==> config.mk <==
export PLATFORM = sky130hd
export DESIGN_NAME = uart_receiver_param
export DESIGN_NICKNAME = d
export VERILOG_FILES = /design/src/rtl/uart_rx_pkg.sv /design/src/rtl/uart_rx_fifo.sv /design/src/rtl/uart_receiver_param.sv
export SDC_FILE = /design/constraint.sdc
export NUM_CORES = 1
export LEC_CHECK = 0
export CAP_MARGIN = 40
export CELL_PAD_IN_SITES_DETAIL_PLACEMENT = 0
export CELL_PAD_IN_SITES_GLOBAL_PLACEMENT = 1
export CORE_ASPECT_RATIO = 1.4
export CORE_MARGIN = 3
export CORE_UTILIZATION = 48
export DETAILED_ROUTE_END_ITERATION = 8
export PLACE_DENSITY_LB_ADDON = 0.05
export SETUP_SLACK_MARGIN = 0.2
export SLEW_MARGIN = 40
export SYNTH_ARGS = -nofsm -noshare
export SYNTH_HDL_FRONTEND = slang
export SYNTH_SLANG_ARGS = --single-unit
export TNS_END_PERCENT = 20
==> constraint.sdc <==
create_clock -name iCLOCK -period 3 [get_ports iCLOCK]
set_input_delay 0.6 -clock iCLOCK [delete_from_list [all_inputs] [get_ports iCLOCK]]
set_output_delay 0.6 -clock iCLOCK [all_outputs]
set_load 0.01 [all_outputs]
==> src/rtl/uart_rx_pkg.sv <==
// ============================================================================
// Module      : uart_rx_pkg
// Description : Shared types and constants for the parametrised UART receiver.
//               Provides the receive FSM state type, the parity-mode
//               encodings, the oversampling tick positions used for the
//               majority vote, and the 2-of-3 vote helper.
// Revision    : 1.0 - initial release
// ============================================================================
`default_nettype none

package uart_rx_pkg;

    typedef enum logic [2:0] {
        IDLE   = 3'd0,
        START  = 3'd1,
        DATA   = 3'd2,
        PARITY = 3'd3,
        STOP   = 3'd4
    } uart_rx_state_t;

    localparam int UART_PARITY_NONE = 0;
    localparam int UART_PARITY_ODD  = 1;
    localparam int UART_PARITY_EVEN = 2;

    // Positions within the 16-tick bit cell where the line is sampled.
    localparam logic [3:0] c_SAMPLE_TICK_0 = 4'd7;
    localparam logic [3:0] c_SAMPLE_TICK_1 = 4'd8;
    localparam logic [3:0] c_SAMPLE_TICK_2 = 4'd9;

    function automatic logic majority3(input logic a, input logic b, input logic c);
        return (a & b) | (a & c) | (b & c);
    endfunction

endpackage

`default_nettype wire

==> src/rtl/uart_rx_fifo.sv <==
// ============================================================================
// Module      : uart_rx_fifo
// Description : Synchronous FIFO with a combinational head output.
//               Push and pop may happen on the same edge; a push while full
//               is accepted only if a pop frees the slot in the same cycle,
//               otherwise the word is dropped and oDROP flags it.
// Ports       : iCLOCK, inRESET (async active-low), iWR_EN/iWR_DATA (push),
//               iRD_EN (pop, ignored when empty), oHEAD (entry at read
//               pointer), oEMPTY, oCOUNT (entries held), oDROP (push lost).
// Revision    : 1.0 - initial release
// ============================================================================
`default_nettype none

module uart_rx_fifo #(
    parameter int DATA_W  = 10,
    parameter int DEPTH   = 16,
    parameter int DEPTH_N = 4
) (
    input  logic               iCLOCK,
    input  logic               inRESET,
    input  logic               iWR_EN,
    input  logic [DATA_W-1:0]  iWR_DATA,
    input  logic               iRD_EN,
    output logic [DATA_W-1:0]  oHEAD,
    output logic               oEMPTY,
    output logic [DEPTH_N:0]   oCOUNT,
    output logic               oDROP
);

    localparam logic [DEPTH_N:0] c_FULL_COUNT = DEPTH[DEPTH_N:0];

    logic [DATA_W-1:0]  r_mem [DEPTH];
    logic [DEPTH_N-1:0] r_wr_ptr;
    logic [DEPTH_N-1:0] r_rd_ptr;
    logic [DEPTH_N:0]   r_count;

    logic w_full;
    logic w_pop;
    logic w_push;

    assign w_full = (r_count == c_FULL_COUNT);
    assign oEMPTY = (r_count == '0);
    assign w_pop  = iRD_EN && !oEMPTY;
    // A pop in the same cycle frees the slot, so a full FIFO still accepts.
    assign w_push = iWR_EN && (!w_full || w_pop);
    assign oDROP  = iWR_EN && w_full && !w_pop;

    always_ff @(posedge iCLOCK) begin
        if (w_push) begin
            r_mem[r_wr_ptr] <= iWR_DATA;
        end
    end

    always_ff @(posedge iCLOCK or negedge inRESET) begin
        if (!inRESET) begin
            r_wr_ptr <= '0;
            r_rd_ptr <= '0;
            r_count  <= '0;
        end else begin
            if (w_push) begin
                r_wr_ptr <= r_wr_ptr + 1'b1;
            end
            if (w_pop) begin
                r_rd_ptr <= r_rd_ptr + 1'b1;
            end
            case ({w_push, w_pop})
                2'b10:   r_count <= r_count + 1'b1;
                2'b01:   r_count <= r_count - 1'b1;
                default: r_count <= r_count;
            endcase
        end
    end

    assign oHEAD  = r_mem[r_rd_ptr];
    assign oCOUNT = r_count;

endmodule

`default_nettype wire

==> src/rtl/uart_receiver_param.sv <==
// ============================================================================
// Module      : uart_receiver_param
// Description : Parametrised UART receive core, 16x oversampling with a
//               2-of-3 majority vote at ticks 7/8/9 of each bit. Received
//               words are queued in an internal FIFO with per-entry framing
//               (and optionally parity) error flags.
// Option      : UART_RX_PARITY_EN - adds the PARITY state; P_PARITY_MODE
//               then selects none/odd/even. Without it parity is absent and
//               oRD_PARITY_ERR is tied low.
// Ports       : iCLOCK, inRESET (async active-low), iUART_RXD (serial in,
//               idle high), oRD_VALID/iRD_REQ/oRD_DATA/oRD_FRAME_ERR/
//               oRD_PARITY_ERR (FIFO read side), oFIFO_COUNT, oOVERFLOW
//               (sticky) / iOVERFLOW_CLEAR, oBUSY (FSM not idle).
// Revision    : 1.0 - initial release
// ============================================================================
`default_nettype none

module uart_receiver_param
    import uart_rx_pkg::*;
#(
    parameter int P_CLK_DIV      = 27,
    parameter int P_DATA_BITS    = 8,
    parameter int P_STOP_BITS    = 1,
    parameter int P_PARITY_MODE  = 0,
    parameter int P_FIFO_DEPTH   = 16,
    parameter int P_FIFO_DEPTH_N = 4
) (
    input  logic                     iCLOCK,
    input  logic                     inRESET,
    input  logic                     iUART_RXD,
    output logic                     oRD_VALID,
    input  logic                     iRD_REQ,
    output logic [P_DATA_BITS-1:0]   oRD_DATA,
    output logic                     oRD_FRAME_ERR,
    output logic                     oRD_PARITY_ERR,
    output logic [P_FIFO_DEPTH_N:0]  oFIFO_COUNT,
    output logic                     oOVERFLOW,
    input  logic                     iOVERFLOW_CLEAR,
    output logic                     oBUSY
);

    localparam int               c_DIV_W     = $clog2(P_CLK_DIV);
    localparam logic [c_DIV_W-1:0] c_DIV_MAX = c_DIV_W'(P_CLK_DIV - 1);
    localparam logic [3:0]       c_DATA_LAST = 4'(P_DATA_BITS - 1);
    localparam logic [3:0]       c_STOP_LAST = 4'(P_STOP_BITS - 1);
`ifdef UART_RX_PARITY_EN
    localparam int               c_ENTRY_W   = P_DATA_BITS + 2;
    localparam bit               c_PAR_ON    = (P_PARITY_MODE != UART_PARITY_NONE);
`else
    localparam int               c_ENTRY_W   = P_DATA_BITS + 1;
`endif

    // Elaboration-time guards on the parameter space.
    if (P_PARITY_MODE < 0 || P_PARITY_MODE > 2) begin : g_bad_parity_mode
        $error("uart_receiver_param: P_PARITY_MODE must be 0, 1 or 2");
    end
    if (P_FIFO_DEPTH != (1 << P_FIFO_DEPTH_N)) begin : g_bad_fifo_depth
        $error("uart_receiver_param: P_FIFO_DEPTH must equal 2**P_FIFO_DEPTH_N");
    end

    logic                   r_rxd_meta;
    logic                   r_rxd_sync;
    logic                   r_rxd_prev;
    logic [c_DIV_W-1:0]     r_div_cnt;
    logic [3:0]             r_phase;
    logic                   r_samp_0;
    logic                   r_samp_1;
    uart_rx_state_t         r_state;
    uart_rx_state_t         w_state_next;
    logic [3:0]             r_bit_cnt;
    logic [P_DATA_BITS-1:0] r_shreg;
    logic                   r_frame_err;
    logic                   r_busy;
    logic                   r_overflow;

    logic                   w_tick;
    logic                   w_start_edge;
    logic                   w_vote_en;
    logic                   w_vote;
    logic                   w_push;
    logic                   w_frame_final;
    logic [c_ENTRY_W-1:0]   w_push_data;
    logic [c_ENTRY_W-1:0]   w_head;
    logic                   w_empty;
    logic                   w_drop;

`ifdef UART_RX_PARITY_EN
    logic                   r_parity_err;
    logic                   w_parity_exp;
    assign w_parity_exp = (P_PARITY_MODE == UART_PARITY_ODD) ? ~(^r_shreg) : (^r_shreg);
`endif

    // Synchroniser preset to idle-high so reset release never looks like a start edge.
    always_ff @(posedge iCLOCK or negedge inRESET) begin
        if (!inRESET) begin
            r_rxd_meta <= 1'b1;
            r_rxd_sync <= 1'b1;
            r_rxd_prev <= 1'b1;
        end else begin
            r_rxd_meta <= iUART_RXD;
            r_rxd_sync <= r_rxd_meta;
            r_rxd_prev <= r_rxd_sync;
        end
    end

    assign w_start_edge = (r_state == IDLE) && r_rxd_prev && !r_rxd_sync;
    assign w_tick       = (r_div_cnt == c_DIV_MAX);

    // Free-running tick divider and bit-phase counter, both realigned on a start edge.
    always_ff @(posedge iCLOCK or negedge inRESET) begin
        if (!inRESET) begin
            r_div_cnt <= '0;
            r_phase   <= '0;
            r_samp_0  <= 1'b1;
            r_samp_1  <= 1'b1;
        end else begin
            if (w_start_edge) begin
                r_div_cnt <= '0;
                r_phase   <= '0;
            end else if (w_tick) begin
                r_div_cnt <= '0;
                r_phase   <= r_phase + 4'd1;
            end else begin
                r_div_cnt <= r_div_cnt + 1'b1;
            end
            if (w_tick && r_phase == c_SAMPLE_TICK_0) begin
                r_samp_0 <= r_rxd_sync;
            end
            if (w_tick && r_phase == c_SAMPLE_TICK_1) begin
                r_samp_1 <= r_rxd_sync;
            end
        end
    end

    // The third sample is the live value at tick 9, where the vote is taken.
    assign w_vote_en = w_tick && (r_phase == c_SAMPLE_TICK_2);
    assign w_vote    = majority3(r_samp_0, r_samp_1, r_rxd_sync);

    always_ff @(posedge iCLOCK or negedge inRESET) begin
        if (!inRESET) begin
            r_state <= IDLE;
            r_busy  <= 1'b0;
        end else begin
            r_state <= w_state_next;
            r_busy  <= (w_state_next != IDLE);
        end
    end

    always_comb begin
        w_state_next = r_state;
        w_push       = 1'b0;
        case (r_state)
            IDLE: begin
                if (w_start_edge) w_state_next = START;
            end
            START: begin
                if (w_vote_en) w_state_next = w_vote ? IDLE : DATA;
            end
            DATA: begin
                if (w_vote_en && r_bit_cnt == c_DATA_LAST) begin
`ifdef UART_RX_PARITY_EN
                    w_state_next = c_PAR_ON ? PARITY : STOP;
`else
                    w_state_next = STOP;
`endif
                end
            end
`ifdef UART_RX_PARITY_EN
            PARITY: begin
                if (w_vote_en) w_state_next = STOP;
            end
`endif
            STOP: begin
                // Leave mid-bit so the next start edge is caught even back-to-back.
                if (w_vote_en && r_bit_cnt == c_STOP_LAST) begin
                    w_state_next = IDLE;
                    w_push       = 1'b1;
                end
            end
            default: w_state_next = IDLE;
        endcase
    end

    always_ff @(posedge iCLOCK or negedge inRESET) begin
        if (!inRESET) begin
            r_bit_cnt    <= '0;
            r_shreg      <= '0;
            r_frame_err  <= 1'b0;
`ifdef UART_RX_PARITY_EN
            r_parity_err <= 1'b0;
`endif
        end else begin
            case (r_state)
                IDLE: begin
                    if (w_start_edge) begin
                        r_bit_cnt    <= '0;
                        r_frame_err  <= 1'b0;
`ifdef UART_RX_PARITY_EN
                        r_parity_err <= 1'b0;
`endif
                    end
                end
                DATA: begin
                    if (w_vote_en) begin
                        r_shreg   <= {w_vote, r_shreg[P_DATA_BITS-1:1]};
                        // Reused as the stop-bit counter once data is complete.
                        r_bit_cnt <= (r_bit_cnt == c_DATA_LAST) ? 4'd0 : r_bit_cnt + 4'd1;
                    end
                end
`ifdef UART_RX_PARITY_EN
                PARITY: begin
                    if (w_vote_en) r_parity_err <= (w_vote != w_parity_exp);
                end
`endif
                STOP: begin
                    if (w_vote_en) begin
                        r_bit_cnt <= r_bit_cnt + 4'd1;
                        if (!w_vote) r_frame_err <= 1'b1;
                    end
                end
                default: begin
                end
            endcase
        end
    end

    // The final stop vote is folded in directly since it is pushed on the same edge.
    assign w_frame_final = r_frame_err | ~w_vote;
`ifdef UART_RX_PARITY_EN
    assign w_push_data = {r_parity_err, w_frame_final, r_shreg};
`else
    assign w_push_data = {w_frame_final, r_shreg};
`endif

    uart_rx_fifo #(
        .DATA_W  (c_ENTRY_W),
        .DEPTH   (P_FIFO_DEPTH),
        .DEPTH_N (P_FIFO_DEPTH_N)
    ) u_fifo (
        .iCLOCK   (iCLOCK),
        .inRESET  (inRESET),
        .iWR_EN   (w_push),
        .iWR_DATA (w_push_data),
        .iRD_EN   (iRD_REQ),
        .oHEAD    (w_head),
        .oEMPTY   (w_empty),
        .oCOUNT   (oFIFO_COUNT),
        .oDROP    (w_drop)
    );

    // Sticky overflow; a new drop in the same cycle as a clear wins.
    always_ff @(posedge iCLOCK or negedge inRESET) begin
        if (!inRESET) begin
            r_overflow <= 1'b0;
        end else if (w_drop) begin
            r_overflow <= 1'b1;
        end else if (iOVERFLOW_CLEAR) begin
            r_overflow <= 1'b0;
        end
    end

    assign oRD_VALID     = !w_empty;
    assign oRD_DATA      = oRD_VALID ? w_head[P_DATA_BITS-1:0] : '0;
    assign oRD_FRAME_ERR = oRD_VALID & w_head[P_DATA_BITS];
`ifdef UART_RX_PARITY_EN
    assign oRD_PARITY_ERR = oRD_VALID & w_head[P_DATA_BITS+1];
`else
    assign oRD_PARITY_ERR = 1'b0;
`endif
    assign oOVERFLOW     = r_overflow;
    assign oBUSY         = r_busy;

endmodule

`default_nettype wire

==> flow_results.org, run 1 <==
** Cells and area
- Commonest cells after routing, fill and taps aside :: sky130_fd_sc_hd__edfxtp_1, sky130_fd_sc_hd__dfrtp_1, sky130_fd_sc_hd__mux4_2, sky130_fd_sc_hd__buf_4, sky130_fd_sc_hd__nor2_1
- For this run, the post-layout net count is between 500 and 600.
- Area occupied by multi-input gates :: 2550 um2
- Of the cells placed in the final design, the portion with a size suffix greater than 1 is 0.335.
- Layout overhead on the synthesized area :: 18.7%
- ANT cells :: 0
- The library cell used most frequently in the layout, excluding fill and tap cells, is sky130_fd_sc_hd__edfxtp_1.
- The sequential cells in the finished layout cover a total of about 5500 um2.
- The filler cells instantiated in the layout total 1,227.
- Final core occ :: 0.583

** Detailed routing
- The first detailed-routing pass ran for 4 iterations.
- In the routed layout, each cell is associated on average with a via count of between 5 and 6.
- DRC viols :: 0
- DRT iter0 DRCs :: between 300 and 400
- Once detail routing completed, the nets flagged for antenna violations numbered 0.
- The final layout contains routed wiring with a total length of about 16,000 um.
- After detailed routing, the average wire length per cell comes to ~21 um.
- Vias post-DR :: between 4,000 and 5,000

** CTS
- In this run, post-CTS hold repair placed 0 buffers.
- Maximum clock path buffer count :: 2
- After clock tree synthesis, the clock-pin slew on the worst setup and hold paths is approximately 0.07 ns.
- The clock tree synthesis step divided the H-tree into 4 levels.
- TritonCTS built the clock tree.
- Clock tree synthesis inserted a total of 17 buffers.
- Clk root buf :: sky130_fd_sc_hd__clkbuf_16
- The clock reaches the later pin of the worst-skew pair after approximately 0.42 ns.
- # clock sinks :: between 150 and 200

** Critical path
- Data on the critical path is required at its endpoint by around 2.4 ns.
- STA classifies the critical path startpoint as a flop.
- Largest driver fanout on the critical path :: 7
- CP max stage cell :: sky130_fd_sc_hd__dfrtp_4
- Walking the worst path, the cells encountered are buf_4 > buf_12 > mux4_2 > mux2i_4 > o22ai_2 > clkdlybuf4s15_1.
- STA puts the critical path data arrival time at 2.22 ns.
- Number of buffers and inverters on the critical path :: 3
- For this run, the slowest stage of the critical path takes 0.51 ns.
- STA classifies the critical path endpoint as an output pin.
- On the critical path the largest part of the delay comes from multiplexers.
- The critical path is of the reg -> out type.
- Tracing the worst setup path back leads to its startpoint at u_fifo.r_rd_ptr[0].
- Launching point of the worst reg2reg path :: r_bit_cnt[0]

** Floorplanning
- Floorplan Core Area :: 16,200 um2
- The initialized floorplan defines between 50 and 60 standard-cell rows.
- For this design the top-level I/O count stands at 23.
- Die width :: about 110 um
- The initial utilization of the core area, before any placement, comes to 0.491.
- Die area :: between 15,000 and 20,000 um2
- The die is between 150 and 200 um tall.

** Timing
- Top achievable clock speed :: 0.355 GHz
- RSZ-0062 raised after global routing :: true
- Worst hold slack across all endpoints :: around 0.074 ns
- In this run the tightest slew margin relative to its limit is 0.606.
- Setup violations remaining at the end of the flow were counted as 0.
- The worst path in the final design needs a cycle of 2.82 ns, including I/O delays and setup.
- Count of endpoints failing hold in the final timing report :: 0
- Number of max-slew violations in the final report :: 0
- For the pin with the worst max-slew slack, the measured transition is 0.590 ns.
- Final cycle utilization of the critical path :: 0.940
- The clock arrives with 0.0115 ns of skew.
- In the final timing run, aggregate negative setup slack is 0 ns.

** Synth
- The share of the Yosys chip area taken by registers is 0.684.
- Mapped Area :: 7980 um2
- Syn Area/Cell :: between 15 and 20 um2
- The number of different library cells used by synthesis comes to slightly below 60.
- Synthesis-stage register bit count :: roughly 190
- For this run, the leading register cell type out of synthesis is sky130_fd_sc_hd__edfxtp_1.
- Of all flip-flops after synthesis, the portion carrying an async set or reset was 0.238.
- After synthesis, the cell types taking the most area are sky130_fd_sc_hd__edfxtp_1, sky130_fd_sc_hd__dfrtp_1, sky130_fd_sc_hd__mux4_2, sky130_fd_sc_hd__ha_1, sky130_fd_sc_hd__mux2i_1.
- Counting every net in the synthesized netlist gives 484.
- Of the post-synthesis cell area, the dominant cell type holds 0.542.
- Cell type contributing the most total cell area after synthesis :: sky130_fd_sc_hd__edfxtp_1
- The synthesized design contains between 100 and 150 enable-type register cells.
- Synthesis Warnings :: 0
- The cell count after synthesis came out at 463.

** GRT
- Via count of the first global-routing pass :: around 4,500
- Total routing usage reported by global routing :: 0.186
- The first global-routing pass estimated 25,000 um of wire.
- The initial antenna violation count came to 0.
- After global routing the overflow that remains totals 0.
- Pin count of the biggest net entering global routing :: 29

** Min path
- The tightest min-delay check is of the in -> async type.

** Power
- Peak VDD IR :: approximately 0.00039 V
- Dividing total power by cell area gives a power density of between 700 and 800 nW/um2.
- Tot Pwr :: ~0.007 W
- In this run the static leakage power is ~3.7 nW.

** Placed design
- Routability-driven placement finished with a final weighted congestion of 0.835.
- Once detailed placement completed, the half-perimeter wirelength came to about 10,000 um.
- Count of input and output buffers :: 21

** Run
- The tool flagged a number of max-cap violations equal to 0.

** Status
- The flow ran to the end, and the final reports show no timing, DRC or antenna violations.
-- state kept, by name, indices dropped and copies added (netlist names) --
signal           count
oOVERFLOW            1
r_div_cnt            5
r_phase              4
r_shreg              8
r_state              3
r_bit_cnt            4
r_samp_0             1
r_rxd_sync           1
r_frame_err          1
r_rxd_prev           1
r_samp_1             1
u_fifo.r_wr_ptr      4
u_fifo.r_mem       144
u_fifo.r_rd_ptr      4
u_fifo.oCOUNT        5
oBUSY                1
r_rxd_meta           1
-- layer usage --
metal  part of all wire  global-route usage  vias up  wire length (um)
li1                   -                   -     1919                 -
met1               0.42               0.228     2136              6560
met2               0.55               0.337       48              8570
met3              0.019              0.0323       13               297
met4              0.011              0.0537        0               176
met5                  0                   0        -                 0
-- worst register-to-register path: cells and delay by family (launching register included) --
family	cells	cell delay (ns)
and+or+nand+nor	5	1.44
adders and majority gates	3	0.48
DFF	1	0.40
AOI/OAI and AO/OA	1	0.14
xor gates and xnor gates	1	0.13
buffers and inverters	2	0.11
-- cells by family after synthesis --
group | Yosys count | synth area share
multiplexers | 69 | 0.145
AO/OA/AOI/OAI | 36 | 0.0290
adder cells (fa/ha/maj) | 17 | 0.0263
AND/OR/NAND/NOR | 99 | 0.0773
XOR/XNOR | 16 | 0.0176
buffers and inverters | 36 | 0.0204
flip-flops | 189 | 0.684
other | 1 | 0.000470
-- Yosys cell counts (5+ instances only) --
cell / n
sky130_fd_sc_hd__ha_1: 16
sky130_fd_sc_hd__and3_1: 9
sky130_fd_sc_hd__nor3_1: 5
sky130_fd_sc_hd__clkbuf_1: 11
sky130_fd_sc_hd__mux2i_1: 20
sky130_fd_sc_hd__nand2b_1: 5
sky130_fd_sc_hd__dfrtp_1: 40
sky130_fd_sc_hd__inv_1: 12
sky130_fd_sc_hd__nor2_1: 19
sky130_fd_sc_hd__dfstp_2: 5
sky130_fd_sc_hd__xnor2_1: 8
sky130_fd_sc_hd__buf_2: 6
sky130_fd_sc_hd__nand2_1: 16
sky130_fd_sc_hd__edfxtp_1: 144
sky130_fd_sc_hd__nor2b_1: 5
sky130_fd_sc_hd__o22ai_1: 12
sky130_fd_sc_hd__xor2_1: 8
sky130_fd_sc_hd__mux2_2: 13
sky130_fd_sc_hd__a21oi_1: 7
sky130_fd_sc_hd__mux4_2: 36
sky130_fd_sc_hd__o21ai_0: 5
-- report_power, final --
| group | total [W] | switching [W] | internal [W] | leakage [nW] |
|---|---|---|---|---|
| Sequential | 0.00304 | 0.000133 | 0.00290 | 2.14 |
| Clock | 0.00231 | 0.000978 | 0.00133 | 0.298 |
| Combinational | 0.00157 | 0.000770 | 0.000795 | 1.23 |
-- area by class of cell --
class                           instances  share of cell area
Sequential cell                       189               0.576
Multi-Input combinational cell        238               0.269
Timing Repair Buffer                   63              0.0588
Clock buffer                           18              0.0453
Tap cell                              199              0.0263
Clock inverter                         14              0.0190
Inverter                               12             0.00502
-- final timing paths --
check,slack [ns],cells past startpoint,end
max in group asynchronous,2.28,2,r_rxd_prev
min in group iCLOCK,0.36,0,r_rxd_sync
max,0.18,6,oRD_DATA[5]
max reg2reg,0.19,12,u_fifo.oCOUNT[4]
min reg2reg,0.36,0,r_rxd_sync
min,0.07,1,r_div_cnt[3]
-- through the flow --
step	cells	instance area (um2)	worst slack, ns
6_report	733	9470	0.181
5_1_grt	733	9470	0.0166
4_1_cts	733	9460	0.128
3_5_place_dp	692	8680	0.0154
3_3_place_gp	692	8680	0.0818
2_1_floorplan	463	8040	0.0316
-- what timing repair did --
action / in CTS / in global routing
gates cloned: 0 / 0
pin swaps: 3 / 0
setup endpoints to repair: 10 / 11
gates resized for setup: 54 / 7
buffers inserted: 9 / 0
(Power assumes the default switching activity.)
==> run 2, diff against run 1 <==
CAP_MARGIN = 30   (was 40)
==> results of run 2 <==
Final layout, timing and power as in run 1 (identical DEF).
